--- src/rtl/rr_prio_arbiter4.sv ---
// Four-requester arbiter with fixed-priority or round-robin selection and a
// hold timeout; registers a one-hot grant plus its encoded index {A,B} and valid Y.
module rr_prio_arbiter4 #(
    parameter int unsigned MAX_HOLD = 8,
    parameter int unsigned CNT_W    = 4
) (
    input  logic       clk,
    input  logic       rst_n,
    input  logic       mode,
    input  logic [3:0] req,
    output logic [3:0] gnt,
    output logic       A,
    output logic       B,
    output logic       Y
);

    typedef enum logic {
        IDLE,
        GRANT
    } state_t;

    localparam logic [CNT_W-1:0] CNT_MAX = CNT_W'(MAX_HOLD - 1);

    state_t           state, state_nx;
    logic [1:0]       owner, owner_nx;
    logic [1:0]       last, last_nx;
    logic [CNT_W-1:0] cnt, cnt_nx;
    logic [3:0]       owner_oh;
    logic [3:0]       cand;
    logic [1:0]       win;
    logic [1:0]       rr_idx;
    logic             grant_new;

    always_comb begin
        owner_oh = 4'b0001 << owner;
        // The current owner never competes against itself; on release req[owner]
        // is already 0, so one masked vector serves release and preemption alike.
        cand = (state == GRANT) ? (req & ~owner_oh) : req;
    end

    always_comb begin
        win    = '0;
        rr_idx = '0;
        if (!mode) begin
            for (int unsigned i = 0; i < 4; i++) begin
                if (cand[i]) win = 2'(i);
            end
        end else begin
            // Scan backwards so the first hit after 'last' is the one that sticks.
            for (int unsigned i = 4; i >= 1; i--) begin
                rr_idx = last + 2'(i);
                if (cand[rr_idx]) win = rr_idx;
            end
        end
    end

    always_comb begin
        state_nx  = state;
        owner_nx  = owner;
        last_nx   = last;
        cnt_nx    = cnt;
        grant_new = 1'b0;
        case (state)
            IDLE: begin
                if (|req) grant_new = 1'b1;
            end
            GRANT: begin
                if (!req[owner]) begin
                    if (|cand) begin
                        grant_new = 1'b1;
                    end else begin
                        state_nx = IDLE;
                        cnt_nx   = '0;
                    end
                end else if ((cnt == CNT_MAX) && (|cand)) begin
                    grant_new = 1'b1;
                end else if (cnt != CNT_MAX) begin
                    cnt_nx = cnt + 1'b1;
                end
            end
            default: state_nx = IDLE;
        endcase
        if (grant_new) begin
            state_nx = GRANT;
            owner_nx = win;
            last_nx  = win;
            cnt_nx   = '0;
        end
    end

    always_ff @(posedge clk or negedge rst_n) begin
        if (!rst_n) begin
            state <= IDLE;
            owner <= '0;
            last  <= 2'd3;
            cnt   <= '0;
        end else begin
            state <= state_nx;
            owner <= owner_nx;
            last  <= last_nx;
            cnt   <= cnt_nx;
        end
    end

    always_comb begin
        gnt = (state == GRANT) ? owner_oh : '0;
        A   = (state == GRANT) & owner[1];
        B   = (state == GRANT) & owner[0];
        Y   = (state == GRANT);
    end

endmodule

--- config.mk ---
export PLATFORM = sky130hd
export DESIGN_NAME = rr_prio_arbiter4
export DESIGN_NICKNAME = d
export VERILOG_FILES = /design/src/rtl/rr_prio_arbiter4.sv
export SDC_FILE = /design/constraint.sdc
export NUM_CORES = 1
export LEC_CHECK = 0
export CAP_MARGIN = 15
export CORE_UTILIZATION = 49
export CTS_CLUSTER_DIAMETER = 80
export DETAILED_ROUTE_END_ITERATION = 12
export PLACE_DENSITY_LB_ADDON = 0.12
export SLEW_MARGIN = 25
export SYNTH_ARGS = -nofsm -noshare
export SYNTH_HDL_FRONTEND = slang
export SYNTH_SLANG_ARGS = --single-unit
--- constraint.sdc ---
create_clock -name clk -period 2.4 [get_ports clk]
set_clock_uncertainty 0.2 [all_clocks]
set_input_delay 0.6 -clock clk [delete_from_list [all_inputs] [get_ports clk]]
set_output_delay 0.6 -clock clk [all_outputs]
set_load 0.01 [all_outputs]
==> run_results.csv <==
group,metric,value,unit
status,status,"complete, no violations",
job,cap_violations,0,
setup_path,worst_setup_path_end_kind,"primary output",
sta,maxClockFrequency,0.431,GHz
setup_path,worstPathRequired,1600,ps
synth,synth_xor_xnor_area_share,0.0218,
global_routing,antenna_found_initial,0,
die,core,0.00152,mm^2
layout,drive_above_1_share,0.250,
synth,ys_seq_area_frac,0.283,
power_and_ir_drop,combPwrFrac,0.646,
synth,synth_edf_count,0,
setup_path,worst-setup-path-type,"reg -> out",
synth,netlist_area,805,um^2
synth,avgSynthCellArea,8.38,um^2
global_routing,grt_pass1_wl,3420,um
sta,finalHoldViolations,0,
global_routing,grt_max_degree,13,
die,die-area,0.00181,mm^2
power_and_ir_drop,vdd.ir_drop.worst,0.000597,V
hold_path,hold_class,"reg -> reg",
layout,nFillCells,117,
clocking,cts_tree,"built",
clocking,clockRootBuffer,"clkbuf_4",
layout,nets,133,
setup_path,cp_max_fo,12,
layout,area_growth,33.7,%
detailed_routing,drt_first_pass_iters,4,
power_and_ir_drop,p_switching,573,uW
layout,seq_area,231,um^2
layout,multi_input_area,527,um^2
synth,synth_compound_area_frac,0.289,
power_and_ir_drop,sequentialPowerShare,0.265,
detailed_routing,drtIter0Drc,18,
die,initial_core_util,0.528,
power_and_ir_drop,pwr-share-clk,0.089,
layout,post-route-util,0.706,
placement,numPortBuffers,13,
global_routing,grt_pass1_vias,767,
sta,worst_pin_slew,397,ps
sta,holdWs,343,ps
detailed_routing,wl_per_cell,14.2,um
sta,period_needed,2320,ps
sta,finalCritPeriodShare,0.967,
die,die_x,42.5,um
clocking,clk_pin_slew_worst_paths,60,ps
detailed_routing,drtAntennaViolNets,0,
die,rows,14,
power_and_ir_drop,p_leak,0.471,nW
clocking,cts.sinks,9,
sta,slew_viol_final,0,
detailed_routing,routed_wl,1980,um
sta,grt_setup_unrepaired,"false",
setup_path,worst_ep_arrival_time,1520,ps
placement,hpwl,1550,um
clocking,cts-buffers-inserted,3,
global_routing,track_usage,0.254,
clocking,holdBufCountCts,0,
die,boundaryPins,14,
synth,synth_seq_cells,9,
synth,synth_top_family_by_area,"compound AO/OA/AOI/OAI gates",
power_and_ir_drop,p_int,735,uW
power_and_ir_drop,finalPower,1.31,mW
synth,yosysWarningCount,0,
clocking,clk_path_buf_depth,2,
sta,slew_headroom,0.734,
detailed_routing,via_per_inst,5.99,
placement,gp_congestion,0.842,
power_and_ir_drop,p_sw_frac,0.438,
detailed_routing,post-route-drc-count,0,
power_and_ir_drop,p_per_area,1220,mW/mm^2
clocking,clkLatencyLatePin,260,ps
synth,syn_nets,104,
synth,yosys.area_share.simple,0.238,
synth,netlist_instances,96,
synth,synthDistinctLibCells,45,
global_routing,grt_overflow_total,0,
clocking,htreeDepth,1,
synth,synth_ff_type,"dfrtp_1",
synth,synthAdderAreaFrac,0.0156,
detailed_routing,num_vias,838,
die,die_y,42.5,um
sta,finalSetupViolCount,0,
synth,synth-async-reset-ratio,1.00,
synth,muxShareOfSynthArea,0.0809,
setup_path,critPathLaunchType,"register",
layout,diodes,0,
-- metal layers --
metal | vias up | share of wire | track usage
li1 | 420 | - | -
met1 | 400 | 0.48 | 0.344
met2 | 16 | 0.47 | 0.394
met3 | 2 | 0.042 | 0.0776
met4 | 0 | 0.0086 | 0.0688
met5 | - | 0 | 0
-- synth_stat cells (2+ instances only) --
master     n  share of area
o211ai_1   2          0.019
o22ai_1    4          0.031
nand2b_1   2          0.016
mux2i_1    2          0.025
inv_1      9          0.042
dfstp_2    2          0.065
nand4_1    2          0.016
mux2_2     2          0.028
nand2_1   14          0.065
nor2_1     5          0.023
nand3b_1   2          0.019
a21oi_1    3          0.019
nor4_1     2          0.016
o21ai_0    8          0.050
dfrtp_1    7           0.22
-- path summary, 6_finish.rpt --
| kind | startpoint | cells past startpoint | slack, ps | to |
|---|---|---|---|---|
| max | owner[0]$_DFFE_PN0P_ | 2 | 80 | gnt[3] |
| min | cnt[3]$_DFFE_PN0P_ | 2 | 340 | cnt[3]$_DFFE_PN0P_ |
| max reg2reg | owner[0]$_DFFE_PN0P_ | 3 | 400 | cnt[1]$_DFFE_PN0P_ |
| min reg2reg | cnt[3]$_DFFE_PN0P_ | 2 | 340 | cnt[3]$_DFFE_PN0P_ |
| max in group asynchronous | rst_n | 1 | 1250 | last[0]$_DFFE_PN1P_ |
| min in group asynchronous | rst_n | 1 | 430 | cnt[2]$_DFFE_PN0P_ |
-- layout make-up --
class	count	area share
repair buffers	27	0.221
clock buffers	4	0.0244
well taps	16	0.0186
flip-flops and latches	9	0.215
inverters	9	0.0314
multi-input cells	75	0.490
-- power by group through the flow --
stage | combinational (mW) | clock, mW | sequential, mW
final | 0.844 | 0.116 | 0.347
after global routing | 0.938 | 0.133 | 0.364
after floorplan | 0.582 | 0 | 0.273
after CTS | 0.817 | 0.120 | 0.346
after global placement | 0.796 | 0 | 0.345
after detailed placement | 0.814 | 0 | 0.344
-- kinds of logic (layout without fill, tap and decap cells) --
kind of cell / after synthesis / count (layout)
AOI/OAI and AO/OA: 31 / 31
DFF: 9 / 9
and+or+nand+nor: 36 / 36
buffers and inverters: 12 / 40
xor gates and xnor gates: 2 / 2
muxes: 5 / 5
adders and majority gates: 1 / 1
-- stage by stage --
step	worst slack [ps]	TNS (ps)	cell area (um^2)	cells
final	80.4	0	1080	140
after global routing	10.0	0	1080	140
after CTS	1.38	0	1050	138
after detailed placement	-133	-667	1020	134
after global placement	-90.5	-427	1020	134
after floorplan	404	0	805	96
-- critical path: stages (launching register included) --
cell and delay, ps:
dfrtp_2 490, and3_1 220, clkdlybuf4s50_1 540
-- cells in the final DEF, fill, tap and decap left out, types with 2 or more instances in the layout --
master           count
mux2_2               2
nand2_1             14
o22ai_1              4
dfstp_2              2
nor4_1               2
inv_1                9
buf_4               14
o21ai_0              8
nand3b_1             2
clkdlybuf4s50_1     12
dfrtp_1              4
dfrtp_2              3
nor2_1               5
a21oi_1              3
nand4_1              2
o211ai_1             2
mux2i_1              2
clkbuf_4             3
-- registers in the layout (all words and copies together) (netlist names) --
signal and cells:
Y 1, cnt 4, last 2, owner 2
-- timing repair --
| item | CTS | global route |
|---|---|---|
| endpoints found under the setup margin | 5 | 3 |
| buffers inserted | 0 | 2 |
| resized for setup | 3 | 2 |
| cloned | 0 | 0 |
No activity file was read; power rests on OpenSTA's default activity.
==> variant 1, RTL diff (same flow settings) <==
The parameter `CNT_W` goes from 4 to 3.
--- a/src/rtl/rr_prio_arbiter4.sv
+++ b/src/rtl/rr_prio_arbiter4.sv
@@ -2,7 +2,7 @@
 // hold timeout; registers a one-hot grant plus its encoded index {A,B} and valid Y.
 module rr_prio_arbiter4 #(
     parameter int unsigned MAX_HOLD = 8,
-    parameter int unsigned CNT_W    = 4
+    parameter int unsigned CNT_W    = 3
 ) (
     input  logic       clk,
     input  logic       rst_n,
Function: same outputs for any inputs over 10 cycles, from zero or initial values and one cycle with rst_n low; that may be too few to reach the edited logic, so the function may still have changed.
==> variant 1 against the original RTL <==
Combinational power shrank 5.3%. First-iteration DRC count increased by 17%. Global-route usage is 3.1 points lower. Routed wire length is 9.1% lower. Synthesized area increased by 0.31%. Final area shrank 9.4%. Sequential cell count shrank 1. Total power is 6.7% lower. Synthesized cell count is the same. Critical path depth is the same. Worst setup slack better by 2.5 ps. Via count is 8.0% lower. Register-to-register slack lost 20 ps. Largest cell class unchanged. Largest power group unchanged.
==> variant 1: results (changes against the original RTL) <==
slew margin rel. 75.8% (+2.4 points); met2 WL 790 um (-15%); Min-Delay Endpoint cnt[2]$_DFFE_PN0P_; multi-input logic portion of the cell area 52.4% (+3.4 points); met1 Track Usage GR 32.3% (-2.2 points); Routed WL 1.80 mm (-9.1%); Reg2Reg Setup Slack 380 ps (-20 ps); crit-path max FO 7 (-5); met2 Use GR 34.2% (-5.2 points); Avg WL per Cell 14.2 um (+0.22%); clkbuf count 3 (-1); Seq area share 21.1% (-0.46 points); vias in the first global route 702 (-8.5%); Non-clk bufs 19 (-30%); Crit path largest cell delay 570 ps (+30 ps); NonClk Buf Share 18.0% (-4.1 points); Largest regs cnt x3, last x2, owner x2; Synth Area in Compound Gates 26.7% (-2.3 points); first-pass GRT wire length 3.06 mm (-10%); Leakage Power 0.442 nW (-6.3%); routed wl met3 120 um (+43%); status finished, final reports clean; Resize count post-CTS 2 (-1); Clk pwr share 8.2% (-0.7 points); vias per cell 6.07 (+1.4%); Post-Place Setup Slack -117 ps (+15.6 ps); largest cells by area after synthesis dfrtp_1 (19%), dfstp_2 (6.5%), nand2_1 (5.6%)
-- variant 1: changes by cell type in the layout (fill, tap and decap cells not counted), sizes merged, moves of 2 or more --
cell,before,now
and3b,0,4
nor2b,0,4
o211ai,2,0
o22ai,4,6
nand2,14,12
inv,9,11
nand2b,2,0
o21ai,8,4
buf,14,6
nand3b,2,0
-- variant 1: stage by stage --
| step | hold slack (ps) | TNS [ps] | total power, mW |
|---|---|---|---|
| 5_1_grt | 411 | 0 | 1.33 |
| 6_report | 369 | 0 | 1.22 |
| 3_3_place_gp | 358 | -230 | 1.09 |
| 3_5_place_dp | 357 | -383 | 1.10 |
| 4_1_cts | 366 | 0 | 1.22 |
| 2_1_floorplan | 104 | 0 | 0.900 |
-- variant 1: logic make-up after synthesis --
family / Yosys count
XOR/XNOR: 1
flip-flops: 8
buffers and inverters: 18
adder cells (fa/ha/maj): 2
AO/OA/AOI/OAI: 29
AND/OR/NAND/NOR: 32
multiplexers: 6
==> variant 2, RTL diff (same flow settings) <==
Without the edit above. Compare `cnt` against `CNT_MAX` with >= in place of ==.
--- a/src/rtl/rr_prio_arbiter4.sv
+++ b/src/rtl/rr_prio_arbiter4.sv
@@ -72,7 +72,7 @@
                         state_nx = IDLE;
                         cnt_nx   = '0;
                     end
-                end else if ((cnt == CNT_MAX) && (|cand)) begin
+                end else if ((cnt >= CNT_MAX) && (|cand)) begin
                     grant_new = 1'b1;
                 end else if (cnt != CNT_MAX) begin
                     cnt_nx = cnt + 1'b1;
Check against the original RTL: no difference found for any inputs over 10 cycles, from zero or initial values and one cycle with rst_n low; that may be too few to reach the edited logic, so the function may still have changed.
==> variant 2 against the original RTL <==
Routed wire length increased by 12%. Total power rose by 13%. Sequential power shrank 1%. Worst setup slack better by 5.2 ps. Synthesized area up 16%. Final area grew 13%. Count of clock-buffer cells in the layout is 1 lower. Hold slack better by 32 ps. Sequential cell count unchanged. Fmax up 0.23%. Highest routed layer unchanged. Via count is 10% higher. Non-clock buffer count increased by 3. Largest power group unchanged.
==> variant 2: results (changes against the original RTL) <==
placed standard-cell area 1120 um^2 (+10%); multi-input logic portion of the cell area 51.2% (+2.2 points); Adder-Cell Fraction of Synth Area 1.34% (-0.22 points); status finished, final reports clean; comb_multi_in 81 (+8.0%); Leakage Power 0.557 nW (+18%); TritonRoute pass-1 iters 4 (unchanged); worst hold stages 2 (unchanged); clock network area share 2.27% (-0.17 points); Placed Cells 149 (+11%); Post-Place Setup Slack -277 ps (-144 ps); post-synthesis mux area share 6.82% (-1.3 points); Yosys cell types 49 (+8.9%); gr usage total 24.5% (-0.99 points); CTS root buffer clkbuf_4; share of cells above drive strength 1 31.6% (+6.6 points); Post-Synthesis Cell Area 936 um^2 (+16%); first-pass GRT wire length 3.57 mm (+4.2%); slew margin rel. 73.8% (+0.37 points); clkbuf count 3 (-1); Hold Crit Class register to register; vias per cell 5.85 (-2.2%); combinational group power 1.02 mW (+21%); dpl hpwl 1.67 mm (+8.1%); Avg WL per Cell 14.1 um (-0.39%); Synth Area in Compound Gates 33.7% (+4.8 points); Net Sw Power 0.652 mW (+14%); largest net degree at the start of global routing 12 (-1); sequential share of the synthesized area 24.3% (-4.0 points); crit-path max FO 8 (-4); worst vdd ir 0.876 mV (+47%); Seq Cell Count 9 (unchanged); Layout area overhead 29.5%; vias in the first global route 817 (+6.5%); Non-clk bufs 30 (+11%); largest cells by area after synthesis dfrtp_1 (19%), dfstp_2 (5.6%), o31ai_1 (4.0%); initial DRC count 15 (-3); nets 142 (+6.8%); Routed WL 2.23 mm (+12%); Flop pwr share 23.2% (-3.3 points); FILL cells 156 (+33%); critical path arrival 1510 ps; largest class multi-input gates; H-tree depth 1 (unchanged); FF-to-FF path depth 6 (+3); Seq area share 19.1% (-2.4 points); ANT cells 0 (unchanged); Comb pwr share 68.9% (+4.3 points); RePlAce Congestion 0.946 (+12%); most instantiated cells after synthesis inv_1 (9), dfrtp_1 (7), a21oi_1 (6), o21ai_0 (6); antenna violations before repair 0 (unchanged); NonClk Buf Share 22.1% (about the same); XOR/XNOR Fraction of Synth Area 0.936% (-1.2 points); Synth Instances 106 (+10%); share of synthesized registers carrying an async set or reset 100% (unchanged)
-- variant 2: worst paths after layout --
check | start | end | slack, ps
setup / recovery | owner[0]$_DFFE_PN0P_ | gnt[2] | 90
hold / removal | last[1]$_DFFE_PN1P_ | last[1]$_DFFE_PN1P_ | 380
setup reg to reg | owner[0]$_DFFE_PN0P_ | cnt[3]$_DFFE_PN0P_ | 140
hold reg to reg | last[1]$_DFFE_PN1P_ | last[1]$_DFFE_PN1P_ | 380
max in group asynchronous | rst_n | last[0]$_DFFE_PN1P_ | 1260
min in group asynchronous | rst_n | cnt[2]$_DFFE_PN0P_ | 420
-- variant 2: timing repair --
item                                    in CTS  in global routing
pin swaps                                    0                  3
resized for setup                            3                  7
buffers inserted                             0                  5
endpoints found under the setup margin       7                  8
-- variant 2: layer usage --
metal | vias to the layer above | GRT usage (%) | part of all wire (%)
met5 | - | 0 | 0
met1 | 437 | 34.0 | 50
met2 | 21 | 34.3 | 44
li1 | 463 | - | -
met3 | 4 | 7.14 | 5.0
met4 | 0 | 12.4 | 1.4
